--- src/rtl/hash_round_sequencer_if.sv ---
// Round-sequencer signal bundle: user start/done side, round-controller
// handshake, and the datapath load/update strobes.
// master: the sequencer. slave: whoever drives start/done_rnd and observes the rest.
interface hash_round_sequencer_if #(
  parameter int RIDX_W = 3
);
  logic              start;
  logic              done_rnd;
  logic              start_rnd;
  logic              ld_msg;
  logic              ld_state;
  logic              upd_state;
  logic [RIDX_W-1:0] round_idx;
  logic              busy;
  logic              done;
  logic              err;

  modport master (
    input  start,
    input  done_rnd,
    output start_rnd,
    output ld_msg,
    output ld_state,
    output upd_state,
    output round_idx,
    output busy,
    output done,
    output err
  );

  modport slave (
    output start,
    output done_rnd,
    input  start_rnd,
    input  ld_msg,
    input  ld_state,
    input  upd_state,
    input  round_idx,
    input  busy,
    input  done,
    input  err
  );
endinterface

--- src/rtl/hash_round_sequencer.sv ---
// Hash round sequencer: per request, loads the datapath, then runs NUM_ROUNDS
// start_rnd/done_rnd handshakes with the round controller, folding each
// result into the hash state, and finally pulses done.
// Optional build macro TIMEOUT_EN adds a per-round watchdog that aborts to
// IDLE with a one-cycle err pulse after TIMEOUT_CYC wait cycles.
//
//  state     | meaning
//  ----------+-------------------------------------------------------------
//  S_IDLE    | waiting for start; round index held at 0
//  S_LOAD    | ld_msg/ld_state strobe, one cycle
//  S_FIRE    | start_rnd pulse for the current round
//  S_WAIT_LO | waiting for done_rnd to drop (controller left idle)
//  S_WAIT_HI | waiting for done_rnd to return high (round finished)
//  S_UPDATE  | upd_state strobe; next round or finish
//  S_FIN     | done pulse, one cycle
module hash_round_sequencer #(
  parameter int NUM_ROUNDS  = 4,
  parameter int RIDX_W      = 3,
  parameter int TIMEOUT_CYC = 255
) (
  input logic                    i_clk,
  input logic                    i_rst,
  hash_round_sequencer_if.master io_seq
);

  typedef enum logic [2:0] {
    S_IDLE    = 3'd0,
    S_LOAD    = 3'd1,
    S_FIRE    = 3'd2,
    S_WAIT_LO = 3'd3,
    S_WAIT_HI = 3'd4,
    S_UPDATE  = 3'd5,
    S_FIN     = 3'd6
  } state_t;

  localparam logic [RIDX_W-1:0] LAST_IDX = RIDX_W'(NUM_ROUNDS - 1);

  state_t            r_state;
  state_t            w_next;
  logic [RIDX_W-1:0] r_round_idx;
  logic              r_err;
  logic              w_timeout;

  logic w_start_rnd;
  logic w_ld_msg;
  logic w_upd_state;
  logic w_busy;
  logic w_done;

`ifdef TIMEOUT_EN
  // Wait-cycle counter: cleared in FIRE (always the entry to WAIT_LO), counts
  // every WAIT_LO/WAIT_HI cycle and saturates. The abort is taken on the wait
  // cycle whose increment would reach TIMEOUT_CYC, so a round gets exactly
  // TIMEOUT_CYC wait cycles before err.
  localparam int              CNT_W    = $clog2(TIMEOUT_CYC + 1);
  localparam logic [CNT_W-1:0] CNT_MAX  = CNT_W'(TIMEOUT_CYC);
  localparam logic [CNT_W-1:0] CNT_LAST = CNT_W'(TIMEOUT_CYC - 1);

  logic [CNT_W-1:0] r_wait_cnt;
  logic             w_waiting;

  assign w_waiting = (r_state == S_WAIT_LO) || (r_state == S_WAIT_HI);
  assign w_timeout = w_waiting && (r_wait_cnt >= CNT_LAST);

  // Watchdog counter, saturating at TIMEOUT_CYC.
  always_ff @(posedge i_clk) begin
    if (i_rst) begin
      r_wait_cnt <= '0;
    end else if (r_state == S_FIRE) begin
      r_wait_cnt <= '0;
    end else if (w_waiting && (r_wait_cnt != CNT_MAX)) begin
      r_wait_cnt <= r_wait_cnt + 1'b1;
    end
  end
`else
  localparam int unused_timeout_cyc = TIMEOUT_CYC;
  assign w_timeout = 1'b0;
`endif

  // State register.
  always_ff @(posedge i_clk) begin
    if (i_rst) begin
      r_state <= S_IDLE;
    end else begin
      r_state <= w_next;
    end
  end

  // Round index: zero whenever heading to IDLE, bumped only on UPDATE->FIRE.
  always_ff @(posedge i_clk) begin
    if (i_rst) begin
      r_round_idx <= '0;
    end else if (w_next == S_IDLE) begin
      r_round_idx <= '0;
    end else if ((r_state == S_UPDATE) && (w_next == S_FIRE)) begin
      r_round_idx <= r_round_idx + 1'b1;
    end
  end

  // err is shown during the IDLE cycle that follows a watchdog abort.
  always_ff @(posedge i_clk) begin
    if (i_rst) begin
      r_err <= 1'b0;
    end else begin
      r_err <= w_timeout;
    end
  end

  // Next-state and Moore output decode.
  always_comb begin
    w_next      = r_state;
    w_start_rnd = 1'b0;
    w_ld_msg    = 1'b0;
    w_upd_state = 1'b0;
    w_busy      = 1'b0;
    w_done      = 1'b0;
    unique case (r_state)
      S_IDLE: begin
        if (io_seq.start) w_next = S_LOAD;
      end
      S_LOAD: begin
        w_ld_msg = 1'b1;
        w_busy   = 1'b1;
        w_next   = S_FIRE;
      end
      S_FIRE: begin
        w_start_rnd = 1'b1;
        w_busy      = 1'b1;
        w_next      = S_WAIT_LO;
      end
      S_WAIT_LO: begin
        w_busy = 1'b1;
        if (w_timeout)             w_next = S_IDLE;
        else if (!io_seq.done_rnd) w_next = S_WAIT_HI;
      end
      S_WAIT_HI: begin
        w_busy = 1'b1;
        if (w_timeout)            w_next = S_IDLE;
        else if (io_seq.done_rnd) w_next = S_UPDATE;
      end
      S_UPDATE: begin
        w_upd_state = 1'b1;
        w_busy      = 1'b1;
        if (r_round_idx == LAST_IDX) w_next = S_FIN;
        else                         w_next = S_FIRE;
      end
      S_FIN: begin
        w_done = 1'b1;
        w_next = S_IDLE;
      end
      default: begin
        w_next = S_IDLE;
      end
    endcase
  end

  assign io_seq.start_rnd = w_start_rnd;
  assign io_seq.ld_msg    = w_ld_msg;
  assign io_seq.ld_state  = w_ld_msg;
  assign io_seq.upd_state = w_upd_state;
  assign io_seq.busy      = w_busy;
  assign io_seq.done      = w_done;
  assign io_seq.err       = r_err;
  assign io_seq.round_idx = r_round_idx;

endmodule

--- src/flat_wrapper.sv ---
// flat-port wrapper written by rule: the top's interface ports become plain ports
module hash_round_sequencer_flat 
#(
  parameter int NUM_ROUNDS  = 4,
  parameter int RIDX_W      = 3,
  parameter int TIMEOUT_CYC = 255
)
  (i_clk, i_rst, io_seq_start, io_seq_done_rnd, io_seq_start_rnd, io_seq_ld_msg, io_seq_ld_state, io_seq_upd_state, io_seq_round_idx, io_seq_busy, io_seq_done, io_seq_err);
  hash_round_sequencer_if #(.RIDX_W(RIDX_W)) io_seq_i ();
  input logic i_clk;
  input logic i_rst;
  input wire logic [$bits(io_seq_i.start)-1:0] io_seq_start;
  input wire logic [$bits(io_seq_i.done_rnd)-1:0] io_seq_done_rnd;
  output wire logic [$bits(io_seq_i.start_rnd)-1:0] io_seq_start_rnd;
  output wire logic [$bits(io_seq_i.ld_msg)-1:0] io_seq_ld_msg;
  output wire logic [$bits(io_seq_i.ld_state)-1:0] io_seq_ld_state;
  output wire logic [$bits(io_seq_i.upd_state)-1:0] io_seq_upd_state;
  output wire logic [$bits(io_seq_i.round_idx)-1:0] io_seq_round_idx;
  output wire logic [$bits(io_seq_i.busy)-1:0] io_seq_busy;
  output wire logic [$bits(io_seq_i.done)-1:0] io_seq_done;
  output wire logic [$bits(io_seq_i.err)-1:0] io_seq_err;
  assign io_seq_i.start = io_seq_start;
  assign io_seq_i.done_rnd = io_seq_done_rnd;
  assign io_seq_start_rnd = io_seq_i.start_rnd;
  assign io_seq_ld_msg = io_seq_i.ld_msg;
  assign io_seq_ld_state = io_seq_i.ld_state;
  assign io_seq_upd_state = io_seq_i.upd_state;
  assign io_seq_round_idx = io_seq_i.round_idx;
  assign io_seq_busy = io_seq_i.busy;
  assign io_seq_done = io_seq_i.done;
  assign io_seq_err = io_seq_i.err;
  hash_round_sequencer #(.NUM_ROUNDS(NUM_ROUNDS), .RIDX_W(RIDX_W), .TIMEOUT_CYC(TIMEOUT_CYC)) u_core (.i_clk(i_clk), .i_rst(i_rst), .io_seq(io_seq_i));
endmodule
--- config.mk ---
export PLATFORM = sky130hd
export DESIGN_NAME = hash_round_sequencer_flat
export DESIGN_NICKNAME = d
export VERILOG_FILES = /design/src/rtl/hash_round_sequencer_if.sv /design/src/rtl/hash_round_sequencer.sv /design/src/flat_wrapper.sv
export SDC_FILE = /design/constraint.sdc
export NUM_CORES = 1
export LEC_CHECK = 0
export BUFFER_PORTS_ARGS = -buffer_cell sky130_fd_sc_hd__buf_2
export CORE_AREA = 10 10 47 49
export CTS_CLUSTER_SIZE = 28
export DETAILED_ROUTE_END_ITERATION = 10
export DIE_AREA = 0 0 57 59
export PLACE_DENSITY = 0.59
export SYNTH_ARGS = -nofsm -noshare
export SYNTH_HDL_FRONTEND = slang
export SYNTH_SLANG_ARGS = --single-unit
--- constraint.sdc ---
create_clock -name i_clk -period 3.75 [get_ports i_clk]
set_clock_uncertainty 0.2 [all_clocks]
set_input_delay 0.1875 -clock i_clk [delete_from_list [all_inputs] [get_ports i_clk]]
set_output_delay 0.1875 -clock i_clk [all_outputs]
set_load 0.03 [all_outputs]
==> metrics.txt, run 1 <==
Worst Path Buf+Inv 1; final worst path period share 44.6%; Post-Syn Area 372 um2; die area 0.00336 mm2; DIE WIDTH 57 um; VDD IR-drop max 0.000199 V; slowest stage cell, crit path dfxtp_1; Vias 332; initial drt markers 4; Layout area overhead 21.9%; H-tree levels 1; delay-heaviest family, CP flip-flops; Clock Tree Buf Depth 2; area of the core 0.00140 mm2; CP Cell Sequence or2b_1, nor2_1, buf_2; Fillers 175; Syn Inst Count 44; gr usage total 5.49%; fin util 32.3%; WP data arrival 1.28 ns; outcome complete, no violations; largest net degree at the start of global routing 13; Post-synth EDFFs 0; CP startpoint kind flop; Area contributors post-synth dfxtp_1 (32%), ha_1 (6.7%), nor2_1 (6.1%); Routed WL per cell 11.0 um; Initial Utilization 26.5%; die height 59 um; first-pass GRT wire length 1.40 mm; crit path capture type primary output; design area 453 um2; final WL 789 um; Final HPWL DP 617 um; clk slew on worst S/H paths 0.05 ns; Pre-Repair DR Iteration Count 3; crit-path max cell delay 0.43 ns; post-layout total power 171 uW; CP max FO 7; DP Cell Count 68; Final ANT Viol Nets 0; Vias/cell 4.61; share of cells above drive strength 1 32.1%; f_max 598 MHz; Mapped Nets 50; global placer's final weighted congestion 0.714; Lkg Pwr 0.000206 uW; Top-Level Pins 14; crit path time final 1.67 ns; sequential area share after synthesis 32.3%; remaining global-route overflow 0; non-filler cells, final 72; post-synthesis cell type count 24; Inserted Diodes 0; DRC violations left 0; Post-synth ARST share 0%; Clock Sinks 6; port bufs 12; Final TNS setup 0 ns; count of final setup violators 0; Yosys top cell area share 32.3%; initial antenna violation count 0; Worst Hold Class primary input to flop; largest area contributor in the netlist dfxtp_1; Post-synth top flop dfxtp_1; unrepaired setup endpoints after global routing false; clk_lat worst skew 0.25 ns; CTS tree built; Rows 14; root buffer cell clkbuf_4; Post-Syn Area per Cell 8.45 um2; Yosys reg bits 6; endpoints failing hold 0; post-placement cell area 420 um2; vias in the first global route 333; FF/Latch Area 120 um2; WS Path Type flop to primary output; pins over their slew limit 0; Power Density 378 mW/mm2; quantity of gates resized following cts 0; TritonCTS buffer count 3; Max-Cap Viols 0; # nets final 64; area of the multi-input gates 209 um2; Critical Path RT 3.36 ns; Yosys warnings 0
[final timing paths]
path	start	end	slack [ns]	depth (start not counted)
max reg2reg	u_core.io_seq.round_idx[0]$_SDFFE_PP0P_	u_core.io_seq.round_idx[1]$_SDFFE_PP0P_	2.13	5
max	u_core.r_state[0]$_SDFF_PP0_	io_seq_ld_state	2.08	3
min reg2reg	u_core.io_seq.round_idx[1]$_SDFFE_PP0P_	u_core.io_seq.round_idx[1]$_SDFFE_PP0P_	0.33	2
min	io_seq_done_rnd	u_core.r_state[2]$_SDFF_PP0_	0.03	3
[where the power goes]
part	total [uW]	switching [uW]	internal, uW
combinational	38.8	25.0	13.8
clock	59.6	23.4	36.2
sequential	72.9	6.09	66.8
[synth_stat cells, types with 2 or more instances]
cell and number:
dfxtp_1 6, nor2_1 6, a21oi_1 4, o21ai_0 4, inv_1 3, buf_4 2
ha_1 2
[tightest hold or removal path, cell delays in order]
cell      delay (ns)
buf_2           0.09
nand3b_1        0.10
a21oi_1         0.05
[cells in the final DEF, fill, tap and decap left out, types with 2 or more instances in the layout]
cell type,instances
clkbuf_4,3
a21oi_1,4
nor2_1,6
inv_1,3
ha_1,2
dfxtp_1,6
buf_2,12
o21ai_0,4
[cell families (layout without fill, tap and decap cells)]
family | count (synthesis) | count (layout) | share of synthesized area (%)
buf+inv | 7 | 19 | 11.4
simple gates | 16 | 16 | 26.6
mux | 1 | 1 | 2.69
xor+xnor | 1 | 1 | 2.36
compound gates | 10 | 10 | 16.8
other cells | 1 | 1 | 1.01
flops | 6 | 6 | 32.3
fa+ha+maj | 2 | 2 | 6.73
[layout make-up]
type / count / share of cell area, %
tap: 16 / 4.42
clock buffer: 3 / 4.97
inverter: 3 / 2.49
timing repair buffer: 13 / 15.5
multi-input combinational: 31 / 46.1
sequential: 6 / 26.5
[metrics by stage]
stage	worst slack (ns)	hold WS (ns)
finish	2.08	0.0276
floorplan	1.97	0.0566
global route	1.97	0.0393
global placement	2.16	0.208
CTS	2.05	0.0238
detailed placement	2.13	0.213
[flip-flops by register name, indices dropped and copies added (netlist names)]
name	count
u_core.io_seq.round_idx	3
u_core.r_state	3
[routing by layer]
layer | track usage, % | part of all wire (%)
met1 | 5.48 | 42
met2 | 7.75 | 46
met3 | 4.72 | 11
met4 | 3.02 | 1.1
met5 | 0 | 0
[what timing repair did]
action,in CTS,in global routing
setup endpoints to repair,0,0
hold buffers,1,0
endpoints found under the hold margin,3,0
setup buffers,0,0
No activity file was read; power rests on OpenSTA's default activity.
==> inputs of run 2 (changes only) <==
==> constraint.sdc (replaced) <==
create_clock -name i_clk -period 1.67 [get_ports i_clk]
set_clock_uncertainty 0.2 [all_clocks]
set_input_delay 0.0835 -clock i_clk [delete_from_list [all_inputs] [get_ports i_clk]]
set_output_delay 0.0835 -clock i_clk [all_outputs]
set_load 0.03 [all_outputs]
==> run 2 against run 1 <==
Total power rose by 130%. Clock power rose by 120%. Via count rose by 0.90%. Combinational power rose by 140%. Highest routed layer is now met3.
==> metrics.txt, run 2 (synthesis results as in run 1) <==
TritonCTS buffer count 3; slowest stage cell, crit path and4bb_4; Inserted Diodes 0; most common cell after layout, fill and taps aside buf_2; initial antenna violation count 0; CTS tree built; # nets final 66; Worst Hold Endpoint u_core.io_seq.round_idx[1]$_SDFFE_PP0P_; Vias 335; Routed WL per cell 11.0 um; Final TNS setup 0 ns; worst setup path start u_core.io_seq.round_idx[0]$_SDFFE_PP0P_; commonest cells after routing, fill and taps aside buf_2 (12), nor2_1 (5), a21oi_1 (4), o21ai_0 (4); fin util 34.4%; count of final setup violators 0; crit path time final 1.58 ns; post-placement cell area 425 um2; gr usage total 5.27%; min setup slack post-route 0.0948 ns; H-tree levels 1; WHS Path Cells 2; FF-to-FF Start u_core.io_seq.round_idx[0]$_SDFFE_PP0P_; R2R cell count 5; Final HPWL DP 625 um; unrepaired setup endpoints after global routing false; Pre-Repair DR Iteration Count 2; endpoints failing hold 0; CP startpoint kind flop; CP max FO 4; CP Cell Sequence ha_1, ha_2, and4bb_4, mux2i_1, nor2_1; die area 0.00336 mm2; Initial Utilization 26.5%; clk slew on worst S/H paths 0.04 ns; vias in the first global route 341; largest net degree at the start of global routing 13; Final ANT Viol Nets 0; port bufs 12; die height 59 um; Worst Hold Class flop to flop; Layout area overhead 29.6%; initial drt markers 7; crit-path max cell delay 0.34 ns; Rows 14; area of the core 0.00140 mm2; Clock Tree Buf Depth 2; DIE WIDTH 57 um; clk_lat worst skew 0.24 ns; Power Density 806 mW/mm2; final worst path period share 94.3%; f_max 635 MHz; hold_sp u_core.io_seq.round_idx[1]$_SDFFE_PP0P_; Max-Cap Viols 0; final WL 812 um; first-pass GRT wire length 1.43 mm; Lkg Pwr 0.000214 uW; remaining global-route overflow 0; FF-to-FF End u_core.io_seq.round_idx[1]$_SDFFE_PP0P_; Fillers 164; reg-to-reg slack, setup 0.09 ns; DRC violations left 0; DP Worst Slack 0.0367 ns; Clock Sinks 6; Top-Level Pins 14; VDD IR-drop max 0.000622 V; Fin Hold WS 0.307 ns; design area 482 um2; pins over their slew limit 0; FF/Latch Area 124 um2; crit path capture type flop; share of cells above drive strength 1 39.7%; outcome complete, no violations; area of the multi-input gates 214 um2; Critical Path RT 1.60 ns; Vias/cell 4.53; global placer's final weighted congestion 0.673; WP data arrival 1.50 ns; WS Path Type flop to flop; root buffer cell clkbuf_4
run 2: layout make-up:
cell class | instances | share of cell area (%)
Clock buffer | 3 | 4.68
Inverter | 3 | 2.34
Multi-Input combinational cell | 31 | 44.4
Sequential cell | 6 | 25.7
Tap cell | 16 | 4.16
Timing Repair Buffer | 15 | 18.7
run 2: worst max-delay path by stage:
stage	to	slack (ns)	depth (start not counted)
final	u_core.io_seq.round_idx[1]$_SDFFE_PP0P_	0.09	5
after global routing	u_core.io_seq.round_idx[1]$_SDFFE_PP0P_	0.02	5
after CTS	u_core.io_seq.round_idx[1]$_SDFFE_PP0P_	0.03	5
after detailed placement	u_core.io_seq.round_idx[1]$_SDFFE_PP0P_	0.04	5
after global placement	u_core.io_seq.round_idx[1]$_SDFFE_PP0P_	0.05	5
after floorplan	u_core.io_seq.round_idx[1]$_SDFFE_PP0P_	0.004	5
run 2: layer usage:
| layer | part of all wire [%] | track usage, % |
|---|---|---|
| met1 | 45 | 5.11 |
| met2 | 44 | 8.22 |
| met3 | 11 | 4.94 |
| met4 | 0 | 1.01 |
| met5 | 0 | 0 |
run 2: through the flow:
step           std cells  total power [uW]
4_1_cts               74               392
2_1_floorplan         44               237
3_3_place_gp          68               253
6_report              74               388
3_5_place_dp          68               254
5_1_grt               74               413
run 2: what timing repair did:
action | CTS | global route
hold buffers | 3 | 0
resized for setup | 0 | 2
endpoints found under the hold margin | 3 | 0
buffers inserted | 0 | 0
endpoints found under the setup margin | 0 | 3
run 2: worst max-delay path, delay by kind of cell (launching register included):
family	cells	cell delay, ns
AND/OR/NAND/NOR	2	0.39
adder cells (fa/ha/maj)	2	0.36
flip-flops	1	0.33
multiplexers	1	0.19
run 2: report_power, final:
part	internal, uW	switching [uW]	leakage, uW
Clock	81.2	50.5	0.0000138
Combinational	34.3	57.5	0.000150
Sequential	151	14.0	0.0000501
